[src/rtl/game_stats_tracker.sv]
// rtl/game_stats_tracker.sv - game phase sequencer with enemy, level, life and bonus-kill bookkeeping
module game_stats_tracker #(
    parameter int ENEMIES_PER_LEVEL = 20,
    parameter int START_LIVES       = 3,
    parameter int MAX_LIVES         = 6,
    parameter int MAX_LEVEL         = 9,
    parameter int EXTRA_LIFE_KILLS  = 10,
    parameter int CLEAR_FRAMES      = 120
) (
    input  logic       clk_i,
    input  logic       rst_i,
    input  logic       frame_tick_i,
    input  logic       start_i,
    input  logic       two_player_i,
    input  logic       enemy_killed_i,
    input  logic       killer_i,
    input  logic       player_1_hit_i,
    input  logic       player_2_hit_i,
    output logic [5:0] tank_left_o,
    output logic [3:0] level_o,
    output logic [3:0] player_1_live_left_o,
    output logic [3:0] player_2_live_left_o,
    output logic       playing_o,
    output logic       level_clear_o,
    output logic       game_over_o
);
    localparam int FW = $clog2(CLEAR_FRAMES + 1);
    localparam int KW = (EXTRA_LIFE_KILLS > 1) ? $clog2(EXTRA_LIFE_KILLS) : 1;

    typedef enum logic [1:0] {S_IDLE, S_PLAY, S_CLEAR, S_OVER} state_t;

    state_t          state_q, state_d;
    logic [5:0]      tank_q, tank_d;
    logic [3:0]      level_q, level_d;
    logic [3:0]      p1_q, p1_d, p2_q, p2_d;
    logic [KW-1:0]   k1_q, k1_d, k2_q, k2_d;
    logic [KW-1:0]   k1_nx, k2_nx;
    logic [FW-1:0]   fc_q, fc_d;
    logic            kill_ok, bonus1, bonus2;

    // Returns {bonus, next_count}; the counter wraps to 0 on the bonus kill.
    function automatic logic [KW:0] kill_upd(input logic [KW-1:0] kc, input logic inc);
        logic [KW-1:0] n;
        logic          b;
        n = kc;
        b = 1'b0;
        if (inc && EXTRA_LIFE_KILLS != 0) begin
            if (kc == KW'(EXTRA_LIFE_KILLS - 1)) begin
                n = '0;
                b = 1'b1;
            end else begin
                n = kc + KW'(1);
            end
        end
        return {b, n};
    endfunction

    // Bonus and hit are summed before clamping so a same-cycle bonus+hit nets zero even at the ceiling.
    function automatic logic [3:0] lives_upd(input logic [3:0] l, input logic bonus, input logic hit);
        logic [4:0] t;
        t = {1'b0, l};
        if (l != 4'd0) t = t + {4'd0, bonus} - {4'd0, hit};
        if (t > 5'(MAX_LIVES)) t = 5'(MAX_LIVES);
        return t[3:0];
    endfunction

    always_comb begin
        state_d = state_q;
        tank_d  = tank_q;
        level_d = level_q;
        p1_d    = p1_q;
        p2_d    = p2_q;
        k1_d    = k1_q;
        k2_d    = k2_q;
        fc_d    = fc_q;
        kill_ok = enemy_killed_i && (tank_q != 6'd0);
        {bonus1, k1_nx} = kill_upd(k1_q, kill_ok && !killer_i);
        {bonus2, k2_nx} = kill_upd(k2_q, kill_ok && killer_i);
        case (state_q)
            S_IDLE, S_OVER: begin
                if (start_i) begin
                    state_d = S_PLAY;
                    tank_d  = 6'(ENEMIES_PER_LEVEL);
                    level_d = 4'd1;
                    p1_d    = 4'(START_LIVES);
                    p2_d    = two_player_i ? 4'(START_LIVES) : 4'd0;
                    k1_d    = '0;
                    k2_d    = '0;
                end
            end
            S_PLAY: begin
                tank_d = kill_ok ? tank_q - 6'd1 : tank_q;
                k1_d   = k1_nx;
                k2_d   = k2_nx;
                p1_d   = lives_upd(p1_q, bonus1, player_1_hit_i);
                p2_d   = lives_upd(p2_q, bonus2, player_2_hit_i);
                if (p1_d == 4'd0 && p2_d == 4'd0) begin
                    state_d = S_OVER;
                end else if (tank_d == 6'd0) begin
                    state_d = S_CLEAR;
                    fc_d    = '0;
                end
            end
            S_CLEAR: begin
                if (frame_tick_i) begin
                    if (fc_q == FW'(CLEAR_FRAMES - 1)) begin
                        state_d = S_PLAY;
                        fc_d    = '0;
                        tank_d  = 6'(ENEMIES_PER_LEVEL);
                        level_d = (level_q == 4'(MAX_LEVEL)) ? 4'd1 : level_q + 4'd1;
                    end else begin
                        fc_d = fc_q + FW'(1);
                    end
                end
            end
            default: state_d = S_IDLE;
        endcase
    end

    always_ff @(posedge clk_i) begin
        if (rst_i) begin
            state_q       <= S_IDLE;
            tank_q        <= '0;
            level_q       <= 4'd1;
            p1_q          <= '0;
            p2_q          <= '0;
            k1_q          <= '0;
            k2_q          <= '0;
            fc_q          <= '0;
            playing_o     <= 1'b0;
            level_clear_o <= 1'b0;
            game_over_o   <= 1'b0;
        end else begin
            state_q       <= state_d;
            tank_q        <= tank_d;
            level_q       <= level_d;
            p1_q          <= p1_d;
            p2_q          <= p2_d;
            k1_q          <= k1_d;
            k2_q          <= k2_d;
            fc_q          <= fc_d;
            playing_o     <= (state_d == S_PLAY);
            level_clear_o <= (state_d == S_CLEAR);
            game_over_o   <= (state_d == S_OVER);
        end
    end

    assign tank_left_o          = tank_q;
    assign level_o              = level_q;
    assign player_1_live_left_o = p1_q;
    assign player_2_live_left_o = p2_q;
endmodule

[config.mk]
export PLATFORM = sky130hd
export DESIGN_NAME = game_stats_tracker
export DESIGN_NICKNAME = d
export VERILOG_FILES = /design/src/rtl/game_stats_tracker.sv
export SDC_FILE = /design/constraint.sdc
export NUM_CORES = 1
export LEC_CHECK = 0
export CAP_MARGIN = 20
export CORE_MARGIN = 4
export CORE_UTILIZATION = 41
export CTS_CLUSTER_SIZE = 28
export DETAILED_ROUTE_END_ITERATION = 10
export PLACE_DENSITY = 0.58
export SKIP_LAST_GASP = 1
export SYNTH_ARGS = -nofsm -noshare
export SYNTH_HDL_FRONTEND = slang
export SYNTH_SLANG_ARGS = --single-unit
[constraint.sdc]
create_clock -name clk_i -period 8.6 [get_ports clk_i]
set_clock_uncertainty 0.1 [all_clocks]
set_input_delay 0.86 -clock clk_i [delete_from_list [all_inputs] [get_ports clk_i]]
set_output_delay 0.86 -clock clk_i [all_outputs]
set_load 0.02 [all_outputs]
==> results of run 1 <==
[power by group]
| part | switching (W) | total, W | internal, W |
|---|---|---|---|
| logic | 0.000393 | 0.000674 | 0.000281 |
| clock network | 0.0000658 | 0.000190 | 0.000124 |
| registers | 0.0000485 | 0.000260 | 0.000212 |
[flip-flops by register name, indices dropped and copies added, names as in the netlist, 2 cells and up]
name,count
fc_q,7
tank_left_o,6
k1_q,4
k2_q,4
level_o,4
player_1_live_left_o,4
player_2_live_left_o,4
state_q,2
[critical path, delay by kind of cell]
| family | cells | cell delay (ns) |
|---|---|---|
| and+or+nand+nor | 5 | 1.20 |
| adders and majority gates | 3 | 0.82 |
| buffers and inverters | 4 | 0.82 |
| AOI/OAI and AO/OA | 5 | 1.55 |
[how the worst min path moves through the flow]
stage | endpoint | slack [ns]
6_report | k1_q[3] | 0.39
5_1_grt | k1_q[3] | 0.43
4_1_cts | k2_q[3] | 0.40
3_5_place_dp | k2_q[3] | 0.39
3_3_place_gp | k1_q[3] | 0.38
2_1_floorplan | k1_q[3] | 0.36
[cells by family (layout without fill, tap and decap cells)]
family / after synthesis / count (layout) / synth area share (%)
xor+xnor: 7 / 7 / 2.25
mux: 7 / 7 / 2.57
flops: 38 / 38 / 27.9
buf+inv: 35 / 63 / 5.42
simple gates: 136 / 136 / 27.5
compound gates: 83 / 83 / 22.8
fa+ha+maj: 24 / 24 / 11.6
[metal layers]
layer  GRT usage, %  routed length [microns]  part of all wire, %  vias to the layer above
met5              0                        0                    0                        -
met3           3.32                      171                  2.9                        8
met1           22.6                     3070                   51                     1078
met2           25.5                     2680                   45                       25
met4           4.47                       65                  1.1                        0
li1               -                        -                    -                     1240
[placed cells by master (no fill, tap or decap), types with 4 or more instances in the layout]
master           Yosys  layout
nand3b_1             4       4
dfxtp_1             38      38
nor3b_2              4       4
ha_1                22      22
nor3_1              14      14
xnor2_1              4       4
a21oi_1             27      27
nor3b_1              4       4
a211oi_1             4       4
nand2_1             25      25
o21ai_0             14      14
mux2i_1              7       7
clkbuf_8             0       6
nor2b_1              6       6
nand2b_1             8       8
nor2_1              36      36
or3_1                4       4
nand3_1              9       9
inv_1               25      25
clkdlybuf4s50_1      0      29
[through the flow]
step,setup slack [ns],instance area [sq um]
floorplan,4.30,2720
global placement,3.14,3060
detailed placement,3.02,3060
CTS,3.34,3210
global route,2.96,3210
finish,3.42,3210
[layout make-up]
type | instances | area (sq um)
Clock buffer | 6 | 82.6
Timing Repair Buffer | 30 | 298
Tap cell | 77 | 96.3
Fill cell | 600 | 3180
Multi-Input combinational cell | 257 | 1820
Inverter | 25 | 93.8
Sequential cell | 38 | 761
Clock inverter | 2 | 60.1
==> results.yml, run 1 <==
run_status:
  run_status: "complete, no violations"
routing:
  ant_nets: 0
  wl_per_cell_microns: 13.8
  drcViolationCount: 0
  drt_iter0_drc: 79
  vias: 2351
  first_pass_iters: 4
  drt_wl_total_microns: 5990
  via_per_inst: 5.40
global_routing:
  grt_use_total_pct: 16.2
  grt_pass1_vias: 2217
  grt_pass1_wl_microns: 10400
  grt_overflow: 0
  grt_max_degree: 35
  antenna_found_initial: 0
die:
  die_y_microns: 89.5
  io_pins: 30
  core_area_sq_um: 6390
  initial_core_util_pct: 42.7
  die-area_sq_um: 8010
  fp.dieW_microns: 89.5
  placementRows: 29
timing:
  tns_ns: 0
  rsz0062_at_grt: "no"
  finalMaxSlewViolations: 0
  clock.fmax_mhz: 193
  finalCritPeriodShare_pct: 60.3
  setup_viol: 0
  holdWs_ns: 0.395
  hold_viol_final: 0
  fin_crit_ns: 5.18
  maxSlewHeadroom_pct: 42.4
  worst-slew-pin-transition_ns: 0.862
yosys:
  syn_nets: 363
  synth_seq_cells: 38
  syn_avg_cell_area_sq_um: 8.25
  synth_top_area_share_pct: 27.9
  synth_common_cells: "38 x dfxtp_1, 36 x nor2_1, 27 x a21oi_1, 25 x inv_1, 25 x nand2_1"
  synth-main-ff-cell: "dfxtp_1"
  synth_cell_types: 62
  yosysSeqAreaShare_pct: 27.9
  synthArstFlopShare_pct: 0
  synth_area_leaders: "dfxtp_1 28%, ha_1 10%, a21oi_1 5.0%"
  synth_edf_count: 0
  syn_inst: 330
  yosysMostFrequentCell: "dfxtp_1"
  yosys_warnings: 0
  yosysTopAreaCell: "dfxtp_1"
  netlist_area_sq_um: 2720
pwr:
  finalPower_w: 0.00112
  vdd_drop_max_mv: 0.229
  leakagePower_nw: 1.23
  powerDensity_nw_per_um2: 350
clocking:
  clk_latency_ns: 0.29
  h-tree-depth: 2
  cts_buffers: 5
  postCtsSetupBuffers: 0
  root_buffer: "clkbuf_8"
  cts_tree: "built"
  cts.path.max_buffers: 2
  clk_pin_slew_worst_paths_ns: 0.08
  cts_resized: 0
  ctsHoldBuffers: 0
  cts_num_sinks: 38
critical_path:
  r2r_slack_ns: 3.64
  crit_chain: "clkdlybuf4s50_1 -> inv_1 -> a21oi_1 -> nand2_1 -> or3_1 -> ha_1 -> inv_1 -> ha_1 -> inv_1 -> fa_1 -> nor2b_1 -> o31ai_4 -> nor4b_1 -> o21ai_0 -> a211oi_2 -> o32ai_1 -> nor3b_2"
  critical_path_class: "input pin to flip-flop"
  cp-startpoint: "enemy_killed_i"
  crit_top_cell: "inv_1"
  critPathRequiredTime_ns: 8.68
  cpPeakStageDelay_ns: 0.78
  reg2reg_from: "tank_left_o[0]"
  worst_setup_path_start_kind: "input pin"
  worstRegToRegCells: 18
  arrival_ns: 5.26
  cp_slowest_cell: "a211oi_2"
  crit_fanout: 12
  cp-endpoint: "level_clear_o"
  timing.rr.end: "level_clear_o"
  worst_setup_path_end_kind: "flip-flop"
cells_and_area:
  antenna_cells: 0
  fin_util_pct: 50.2
  nets: 390
  area_growth_pct: 17.7
  drive_above_1_share_pct: 7.54
  instances_no_fill: 435
placement:
  numPortBuffers: 29
  dp.cells: 427
  hpwl_microns: 4400
  gp_congestion: 0.807
min_path:
  worstHoldStart: "k1_q[3]"
  worstHoldPathType: "flip-flop to flip-flop"
  holdPathStages: 2
job:
  drv_cap: 0
Note: power is estimated with default switching activity, not from simulation.
==> run 2, diff against run 1 <==
- PLACE_DENSITY: 0.58 -> 0.6
- clock period: 8.6 -> 4.33 ns (I/O delays scaled with it)
==> results.yml, run 2 (synthesized netlist as in run 1, its figures left out) <==
placement:
  numPortBuffers: 29
  dp.cells: 446
  gp_congestion: 0.843
  hpwl_microns: 4600
min_path:
  worstHoldStart: "k1_q[3]"
  worstHoldPathType: "flip-flop to flip-flop"
cells_and_area:
  antenna_cells: 0
  largest_reg_flops: 7
  largest-register: "fc_q"
  layout_common_cells: "36 x nor2_1, 36 x dfxtp_1, 29 x clkdlybuf4s50_1"
  drive_above_1_share_pct: 15.6
  nets: 411
  area_growth_pct: 23.7
  instances_no_fill: 456
timing:
  clock.fmax_mhz: 242
  maxSlewHeadroom_pct: 53.2
  setup_viol: 0
  finalMaxSlewViolations: 0
  rsz0062_at_grt: "yes"
  worst-slew-pin-transition_ns: 0.701
  finalCritPeriodShare_pct: 95.4
  fin_crit_ns: 4.13
  hold_viol_final: 0
  tns_ns: 0
global_routing:
  grtUsageMet2_pct: 24.4
  grt_use_total_pct: 16.4
  grt_max_degree: 22
  grt_pass1_wl_microns: 10400
  use_met1_pct: 23.8
  grt_util_met3_pct: 4.06
  antenna_found_initial: 0
  grt_pass1_vias: 2246
  grt_overflow: 0
  grt_busiest_layer: "met2"
critical_path:
  cpPeakStageDelay_ns: 0.54
  cp-startpoint: "tank_left_o[1]"
  critical_path_class: "flip-flop to flip-flop"
  critPathRequiredTime_ns: 4.41
  worst_setup_path_start_kind: "flip-flop"
  worst_setup_path_end_kind: "flip-flop"
  cp_slowest_cell: "or4b_4"
  reg2reg_from: "tank_left_o[1]"
  crit_fanout: 8
  crit_buf_inv: 5
  arrival_ns: 4.21
  crit_family: "simple AND/OR/NAND/NOR gates"
  crit_chain: "inv_1 -> ha_2 -> nor3b_4 -> a21oi_2 -> nand2_2 -> or3_1 -> ha_1 -> inv_1 -> ha_2 -> inv_2 -> fa_2 -> nor2b_4 -> o31ai_4 -> buf_4 -> nand2_2 -> or4b_4 -> a211oi_4 -> buf_6 -> nor3b_2 -> a32o_1"
clocking:
  h-tree-depth: 2
  cts_tree: "built"
  clk_pin_slew_worst_paths_ns: 0.08
  cts_buffers: 5
  root_buffer: "clkbuf_8"
  cts.path.max_buffers: 2
  cts_num_sinks: 38
  clk_latency_ns: 0.29
die:
  die-area_sq_um: 8010
  die_y_microns: 89.5
  core_area_sq_um: 6390
  placementRows: 29
  fp.dieW_microns: 89.5
  initial_core_util_pct: 42.7
  io_pins: 30
pwr:
  finalPower_w: 0.00230
  vdd_drop_max_mv: 0.394
  leakagePower_nw: 1.33
  powerDensity_nw_per_um2: 682
routing:
  wl_per_cell_microns: 13.7
  drt_wl_total_microns: 6260
  vias: 2443
  ant_nets: 0
  drt_iter0_drc: 74
  drcViolationCount: 0
  via_per_inst: 5.36
  first_pass_iters: 4
run_status:
  run_status: "complete, no violations"
job:
  drv_cap: 0
==> run 2: cell types whose count changed in the layout (fill, tap and decap cells not counted), sizes merged <==
cell / change
bufinv: -2
clkbuf: +1
clkinv: +1
buf: +21
==> run 2: metrics by stage <==
step                area [sq um]  worst slack, ns  hold WS, ns  utilization, %
floorplan                   2720           0.0294        0.363               -
global placement            3210          -0.0413        0.381            50.2
detailed placement          3210           -0.119        0.382            50.2
CTS                         3300           0.0542        0.395            51.6
global route                3370          -0.0429        0.417            52.8
finish                      3370            0.200        0.395            52.8
==> run 2: area by class of cell <==
| type | instances | area (sq um) |
|---|---|---|
| Multi-Input combinational cell | 257 | 1870 |
| Inverter | 25 | 93.8 |
| Clock inverter | 1 | 5.00 |
| Timing Repair Buffer | 51 | 459 |
| Tap cell | 77 | 96.3 |
| Fill cell | 624 | 3020 |
| Sequential cell | 38 | 763 |
| Clock buffer | 7 | 86.3 |
==> run 2: final timing paths <==
| path | end | slack, ns | cells after the start |
|---|---|---|---|
| worst max-delay path | fc_q[3] | 0.20 | 20 |
| worst min-delay path | k1_q[3] | 0.39 | 2 |
| worst max register to register | fc_q[3] | 0.20 | 20 |
| worst min register to register | k1_q[3] | 0.39 | 2 |
==> run 2: routing by layer <==
metal,vias up,share of wire (%)
li1,1285,-
met1,1105,52
met2,47,44
met3,6,3.6
met4,0,1.0
met5,-,0
==> run 2: worst reg2reg max path: cells and delay by family, from the launching register on <==
| family | cells | cell delay [ns] |
|---|---|---|
| DFF | 1 | 0.32 |
| buffers and inverters | 5 | 0.48 |
| AOI/OAI and AO/OA | 4 | 0.98 |
| and+or+nand+nor | 7 | 1.27 |
| adders and majority gates | 4 | 0.88 |
==> run 2: report_power, final <==
group / internal, W / switching, W
Sequential: 0.000421 / 0.0000751
Clock: 0.000129 / 0.000125
Combinational: 0.000699 / 0.000850
==> run 2: repair_timing <==
action                                  4_1_cts  5_1_grt
gates resized for setup                       0       17
buffers inserted                              0        3
hold buffers                                  0        0
endpoints found under the setup margin        0       12
==> run 3, diff against run 2 <==
- CORE_MARGIN: 4 -> default
==> results.yml, run 3 (synthesized netlist as in run 1, its figures left out) <==
timing:
  finalMaxSlewViolations: 0
  worst-slew-pin-transition_ns: 0.714
  tns_ns: 0
  finalCritPeriodShare_pct: 94.8
  holdWs_ns: 0.395
  hold_viol_final: 0
  setup_viol: 0
  clock.fmax_mhz: 244
  maxSlewHeadroom_pct: 52.3
  fin_crit_ns: 4.10
die:
  die-area_sq_um: 6970
  initial_core_util_pct: 42.7
  fp.dieW_microns: 83.5
  placementRows: 29
  die_y_microns: 83.5
  core_area_sq_um: 6390
  io_pins: 30
job:
  drv_cap: 0
global_routing:
  antenna_found_initial: 0
  grt_pass1_wl_microns: 10300
  grt_overflow: 0
  grt_use_total_pct: 17.7
  grt_pass1_vias: 2270
  grt_max_degree: 22
min_path:
  min_to: "k1_q[3]"
  holdPathStages: 2
  worstHoldStart: "k1_q[3]"
  worstHoldPathType: "flip-flop to flip-flop"
clocking:
  clk_pin_slew_worst_paths_ns: 0.08
  cts_num_sinks: 38
  cts_tree: "built"
  cts.path.max_buffers: 2
  clk_latency_ns: 0.29
  h-tree-depth: 2
  cts_buffers: 5
  root_buffer: "clkbuf_8"
routing:
  drt_iter0_drc: 99
  wl_per_cell_microns: 13.4
  ant_nets: 0
  first_pass_iters: 4
  via_per_inst: 5.35
  drt_wl_total_microns: 6120
  drcViolationCount: 0
  vias: 2438
critical_path:
  reg2reg_from: "tank_left_o[0]"
  worst_setup_path_start_kind: "flip-flop"
  worstRegToRegCells: 20
  critical_path_class: "flip-flop to flip-flop"
  worst_setup_path_end_kind: "flip-flop"
  critPathRequiredTime_ns: 4.41
  r2r_slack_ns: 0.23
  crit_fanout: 8
  timing.rr.end: "fc_q[4]"
  arrival_ns: 4.19
cells_and_area:
  largest-register: "fc_q"
  fillers: 640
  largest_reg_flops: 7
  fin_util_pct: 52.7
  layout_commonest_cell: "dfxtp_1"
  fin_area_sq_um: 3360
  nets: 411
  antenna_cells: 0
  area_growth_pct: 23.5
  drive_above_1_share_pct: 14.8
  layout_common_cells: "38 x dfxtp_1, 36 x nor2_1, 29 x clkdlybuf4s50_1"
pwr:
  vdd_drop_max_mv: 0.392
  leakagePower_nw: 1.32
  finalPower_w: 0.00226
  powerDensity_nw_per_um2: 673
placement:
  numPortBuffers: 29
  dpl_cell_area_sq_um: 3210
  hpwl_microns: 4510
  gp_congestion: 0.849
run_status:
  run_status: "complete, no violations"
run 3: where the power goes:
part           internal (W)  total [W]  switching [W]
registers          0.000420   0.000497      0.0000762
logic              0.000674    0.00151       0.000838
clock network      0.000129   0.000256       0.000127
run 3: area by class of cell:
cell class	instances	area [sq um]	share of cell area, %
multi-input combinational	257	1860	55.4
sequential	38	761	22.6
timing repair buffer	51	459	13.6
tap	77	96.3	2.86
inverter	25	93.8	2.79
clock buffer	7	86.3	2.57
clock inverter	1	5.00	0.149
run 3: repair_timing:
action,CTS,global route
hold buffers,0,0
endpoints found under the setup margin,1,12
gates resized for setup,1,12
buffers inserted,0,2
pin swaps,0,4
run 3: layer usage:
metal / share of wire, % / up-vias / global-route usage, %
met5: 0 / - / 0
met4: 0.65 / 0 / 4.16
met3: 3.5 / 5 / 3.26
met2: 45 / 40 / 29.3
met1: 50 / 1115 / 24.0
li1: - / 1278 / -
run 3: metrics by stage:
| stage | setup WS (ns) | std cells |
|---|---|---|
| 2_1_floorplan | 0.0294 | 330 |
| 3_3_place_gp | -0.0426 | 446 |
| 3_5_place_dp | -0.147 | 446 |
| 4_1_cts | 0.0192 | 454 |
| 5_1_grt | -0.0103 | 456 |
| 6_report | 0.226 | 456 |
run 3: worst max-delay path, stage by stage, from the launching register on:
cell,delay (ns)
dfxtp_1,0.33
inv_1,0.04
ha_2,0.18
nor3b_4,0.16
a21oi_2,0.18
nand2_2,0.09
or3_1,0.35
ha_1,0.28
inv_1,0.04
ha_2,0.16
inv_1,0.08
fa_2,0.24
nor2b_4,0.05
o31ai_4,0.21
buf_4,0.16
nand2_1,0.06
or4b_4,0.51
a211oi_4,0.30
buf_6,0.18
nor3b_2,0.07
a32o_1,0.22
run 3: how the worst max path moves through the flow:
| stage | startpoint | end | slack, ns | cells past startpoint |
|---|---|---|---|---|
| global route | tank_left_o[0] | fc_q[2] | -0.01 | 20 |
| detailed placement | enemy_killed_i | fc_q[2] | -0.15 | 19 |
| finish | tank_left_o[0] | fc_q[4] | 0.23 | 20 |
| CTS | tank_left_o[0] | fc_q[4] | 0.02 | 20 |
| floorplan | tank_left_o[0] | fc_q[6] | 0.03 | 20 |
| global placement | enemy_killed_i | fc_q[4] | -0.04 | 19 |
==> RTL change 1: new RTL, config.mk and constraints of run 2 <==
Remove the register `playing_o`: a continuous assignment takes its place, so the output `playing_o` follows one clock earlier.
--- a/src/rtl/game_stats_tracker.sv
+++ b/src/rtl/game_stats_tracker.sv
@@ -128,5 +128,4 @@
             k2_q          <= '0;
             fc_q          <= '0;
-            playing_o     <= 1'b0;
             level_clear_o <= 1'b0;
             game_over_o   <= 1'b0;
@@ -140,9 +139,10 @@
             k2_q          <= k2_d;
             fc_q          <= fc_d;
-            playing_o     <= (state_d == S_PLAY);
             level_clear_o <= (state_d == S_CLEAR);
             game_over_o   <= (state_d == S_OVER);
         end
     end
+
+    assign playing_o = (state_d == S_PLAY);
 
     assign tank_left_o          = tank_q;
Formal check against the unedited RTL: not equivalent (Yosys sat finds a counterexample within 4 cycles, from zero or initial values and one cycle with rst_i high).
==> RTL change 1 against run 2 <==
  * Wire length grew 10%
  * Count of clock-buffer cells in the layout shrank 1
  * Final area is essentially flat
  * Register-to-register slack lost 0.12 ns
  * Final cell count grew 2.9%
  * Power grew 2.3%
  * Area after synthesis shrank 4.5%
  * The run now ends with negative setup slack left
  * Setup slack lost 0.25 ns
  * Sequential share of layout area shrank 0.61 points
  * Critical path type is now register to output port
  * Sequential cell count shrank 1
  * Largest power group unchanged
==> RTL change 1: results (changes against run 2) <==
Vias/cell: 5.53 (was 5.36)
PwrDens: 697 nW/µm² (was 682 nW/µm²)
Final setup viols: 1 (was 0)
Initial DRT Pass Iterations: 5 (was 4)
Fin worst setup slack: -0.0521 ns (was 0.200 ns)
Violated checks: negative setup slack
DRT iter0 DRCs: 179 (was 74)
Worst R2R End: fc_q[6] (was fc_q[3])
First-pass GRT wire length: 11600 µm (was 10400 µm)
Largest register FFs: 7 (unchanged)
Hold_sp: k2_q[3] (was k1_q[3])
Grt met2 use: 29.1% (was 24.4%)
GRT met1 Usage: 26.4% (was 23.8%)
Most frequent cells after synthesis: dfxtp_1 (37), inv_1 (33), nor2_1 (33) (was dfxtp_1 (38), nor2_1 (36), a21oi_1 (27))
Status: finished, violations left (was finished clean)
Fillers: 573 (was 624)
Fin cells: 469 (was 456)
Sequential-to-total area share from yosys stat: 28.5% (was 27.9%)
Share of cells above drive strength 1: 18.3% (was 15.6%)
CP max FO: 3 (was 8)
R2r worst-path depth: 19 (was 20)
Dpl ws: -0.537 ns (was -0.119 ns)
Post-DP Area: 3140 µm² (was 3210 µm²)
Mapped Nets: 365 (was 363)
Vias in the first global route: 2451 (was 2246)
Seq. pwr: 0.458 mW (was 0.496 mW)
Logic pwr share: 69.7% (was 67.4%)
Sw Share: 45.6% (was 45.7%)
Worst Hold Path EP: k2_q[3] (was k1_q[3])
M3 GR Usage: 4.05% (was 4.06%)
R2R Setup Slk: 0.08 ns (was 0.20 ns)
Worst endpoint data arrival time: 3.85 ns (was 4.21 ns)
Total Negative Setup Slacks: -0.0521 ns (was 0 ns)
Final wirelength: 6890 µm (was 6260 µm)
Synth cell types: 55 (was 62)
[RTL change 1: layout make-up]
cell class / count / area share (%)
clock buffers: 6 / 2.45
well taps: 75 / 2.78
flip-flops and latches: 37 / 22.0
repair buffers: 66 / 17.0
clock inverters: 1 / 0.223
multi-input cells: 250 / 51.7
inverters: 34 / 3.78
[RTL change 1: cells by family after synthesis]
kind of cell,Yosys count,synth area share [%]
and+or+nand+nor,126,25.1
AOI/OAI and AO/OA,90,23.7
buffers and inverters,45,7.12
DFF,37,28.5
adders and majority gates,24,12.1
xor gates and xnor gates,8,2.70
muxes,2,0.770
[RTL change 1: worst reg2reg max path: cells and delay by family, from the launching register on]
kind                       cells  cell delay [ns]
muxes                          1             0.15
xor gates and xnor gates       1             0.16
DFF                            1             0.33
buffers and inverters          6             0.59
adders and majority gates      4             0.88
AOI/OAI and AO/OA              3             0.83
and+or+nand+nor                4             1.11
[RTL change 1: metal layers]
layer	up-vias	share of wire, %
met5	-	0
met3	8	3.4
met1	1206	50
li1	1324	-
met4	0	1.0
met2	57	45
[RTL change 1: worst max path at each step]
stage                      to           start  cells after the start  slack (ns)
floorplan           playing_o  tank_left_o[0]                     16      0.0009
global placement    playing_o  enemy_killed_i                     15       -0.46
detailed placement  playing_o  enemy_killed_i                     15       -0.54
CTS                 playing_o  tank_left_o[1]                     18       -0.01
global route        playing_o  tank_left_o[1]                     17       -0.24
finish              playing_o  tank_left_o[1]                     17       -0.05
[RTL change 1: repair_timing]
item | in CTS | in global routing
setup buffers | 9 | 3
hold buffers | 0 | 0
pin swaps | 11 | 9
endpoints found under the setup margin | 1 | 4
gates cloned | 0 | 0
resized for setup | 21 | 5
==> RTL change 2: new RTL, settings of run 2 <==
Without the edit above. Set the parameter `MAX_LIVES` to 3 (it was 6).
--- a/src/rtl/game_stats_tracker.sv
+++ b/src/rtl/game_stats_tracker.sv
@@ -3,5 +3,5 @@
     parameter int ENEMIES_PER_LEVEL = 20,
     parameter int START_LIVES       = 3,
-    parameter int MAX_LIVES         = 6,
+    parameter int MAX_LIVES         = 3,
     parameter int MAX_LEVEL         = 9,
     parameter int EXTRA_LIFE_KILLS  = 10,
Behaviour: same outputs for any inputs over 10 cycles, from zero or initial values and one cycle with rst_i high; that may be too few to reach the edited logic, so the function may still have changed.
==> RTL change 2 against run 2 <==
  * Sequential cell count unchanged
  * Final area down 5.0%
  * Via count down 2.2%
  * Synthesized cell count down 5.8%
  * Non-clock buffer count down 4
  * Count of clock-buffer cells in the layout up 1
  * Wire length up 1.3%
  * Utilization up 0.66 points
  * Setup slack worse by 0.0046 ns
  * Area after synthesis down 6.2%
Power is not compared: it rests on default switching activity, and its combinational part moved more than twofold at a synthesized area within 25%.
==> RTL change 2: results (changes against run 2) <==
Status: finished clean (unchanged)
DR WL/cell: 14.6 µm (was 13.7 µm)
Syn Area/Cell: 8.21 µm² (was 8.25 µm²)
Worst Hold Path EP: fc_q[6] (was k1_q[3])
Post-Synth XOR/XNOR Area: 2.06% (was 2.25%)
Share of cells above drive strength 1: 14.5% (was 15.6%)
Post-DP HPWL: 4710 µm (was 4600 µm)
Vias: 2390 (was 2443)
Largest net degree at the start of global routing: 25 (was 22)
GP Congestion: 0.844 (was 0.843)
Placed Cells: 421 (was 446)
Nets: 391 (was 411)
Worst endpoint data arrival time: 4.22 ns (was 4.21 ns)
Worst slew margin: 37.1% (was 53.2%)
Synth cell types: 63 (was 62)
Synth Area in Compound Gates: 23.7% (was 22.8%)
Final hold slack: 0.394 ns (was 0.395 ns)
Post-DP Area: 3020 µm² (was 3210 µm²)
Global Route Usage Sum: 17.7% (was 16.4%)
Slowest-stage cell, CP: or4_1 (was or4b_4)
CP max FO: 6 (was 8)
Final wirelength: 6340 µm (was 6260 µm)
Reg-to-reg critical path startpoint: tank_left_o[0] (was tank_left_o[1])
Synth top area cells: dfxtp_1 (30%), ha_1 (11%), nor2_1 (5.0%) (was dfxtp_1 (28%), ha_1 (10%), a21oi_1 (5.0%))
Max incr delay on CP: 0.46 ns (was 0.54 ns)
Antenna violations before repair: 0 (unchanged)
R2r worst-path depth: 18 (was 20)
DRT iter0 DRCs: 90 (was 74)
Adder-Cell Fraction of Synth Area: 12.3% (was 11.6%)
Hold_sp: fc_q[6] (was k1_q[3])
Mapped Nets: 344 (was 363)
Setup crit end: fc_q[5] (was fc_q[3])
Mux cell area share after synthesis: 0.784% (was 2.57%)
IO buf count: 29 (unchanged)
Dpl ws: -0.0660 ns (was -0.119 ns)
Period utilisation layout: 95.5% (was 95.4%)
Vias in the first global route: 2282 (was 2246)
Most frequent cells after synthesis: dfxtp_1 (38), nor2_1 (34), nand2_1 (33) (was dfxtp_1 (38), nor2_1 (36), a21oi_1 (27))
==> RTL change 2: where the power goes <==
group | switching (mW) | internal, mW
combinational | 0.379 | 0.283
clock | 0.129 | 0.161
sequential | 0.0358 | 0.384
total | 0.544 | 0.828
==> RTL change 2: layout make-up <==
class / instances / area [µm²]
well taps: 75 / 93.8
clock buffers: 8 / 110
fillers: 585 / 2790
flip-flops and latches: 38 / 768
multi-input cells: 244 / 1720
repair buffers: 47 / 425
inverters: 22 / 82.6
==> RTL change 2: worst max-delay path: cells and delay by family (launching register included) <==
kind	cells	cell delay [ns]
AOI/OAI and AO/OA	5	0.82
DFF	1	0.37
adders and majority gates	4	1.04
and+or+nand+nor	6	1.43
buffers and inverters	3	0.27
==> RTL change 2: routing by layer <==
metal,track usage (%),part of all wire (%),wire [µm]
met5,0,0,0
met4,5.95,1.5,96
met3,4.07,5.0,317
met2,26.6,45,2860
met1,24.7,48,3060
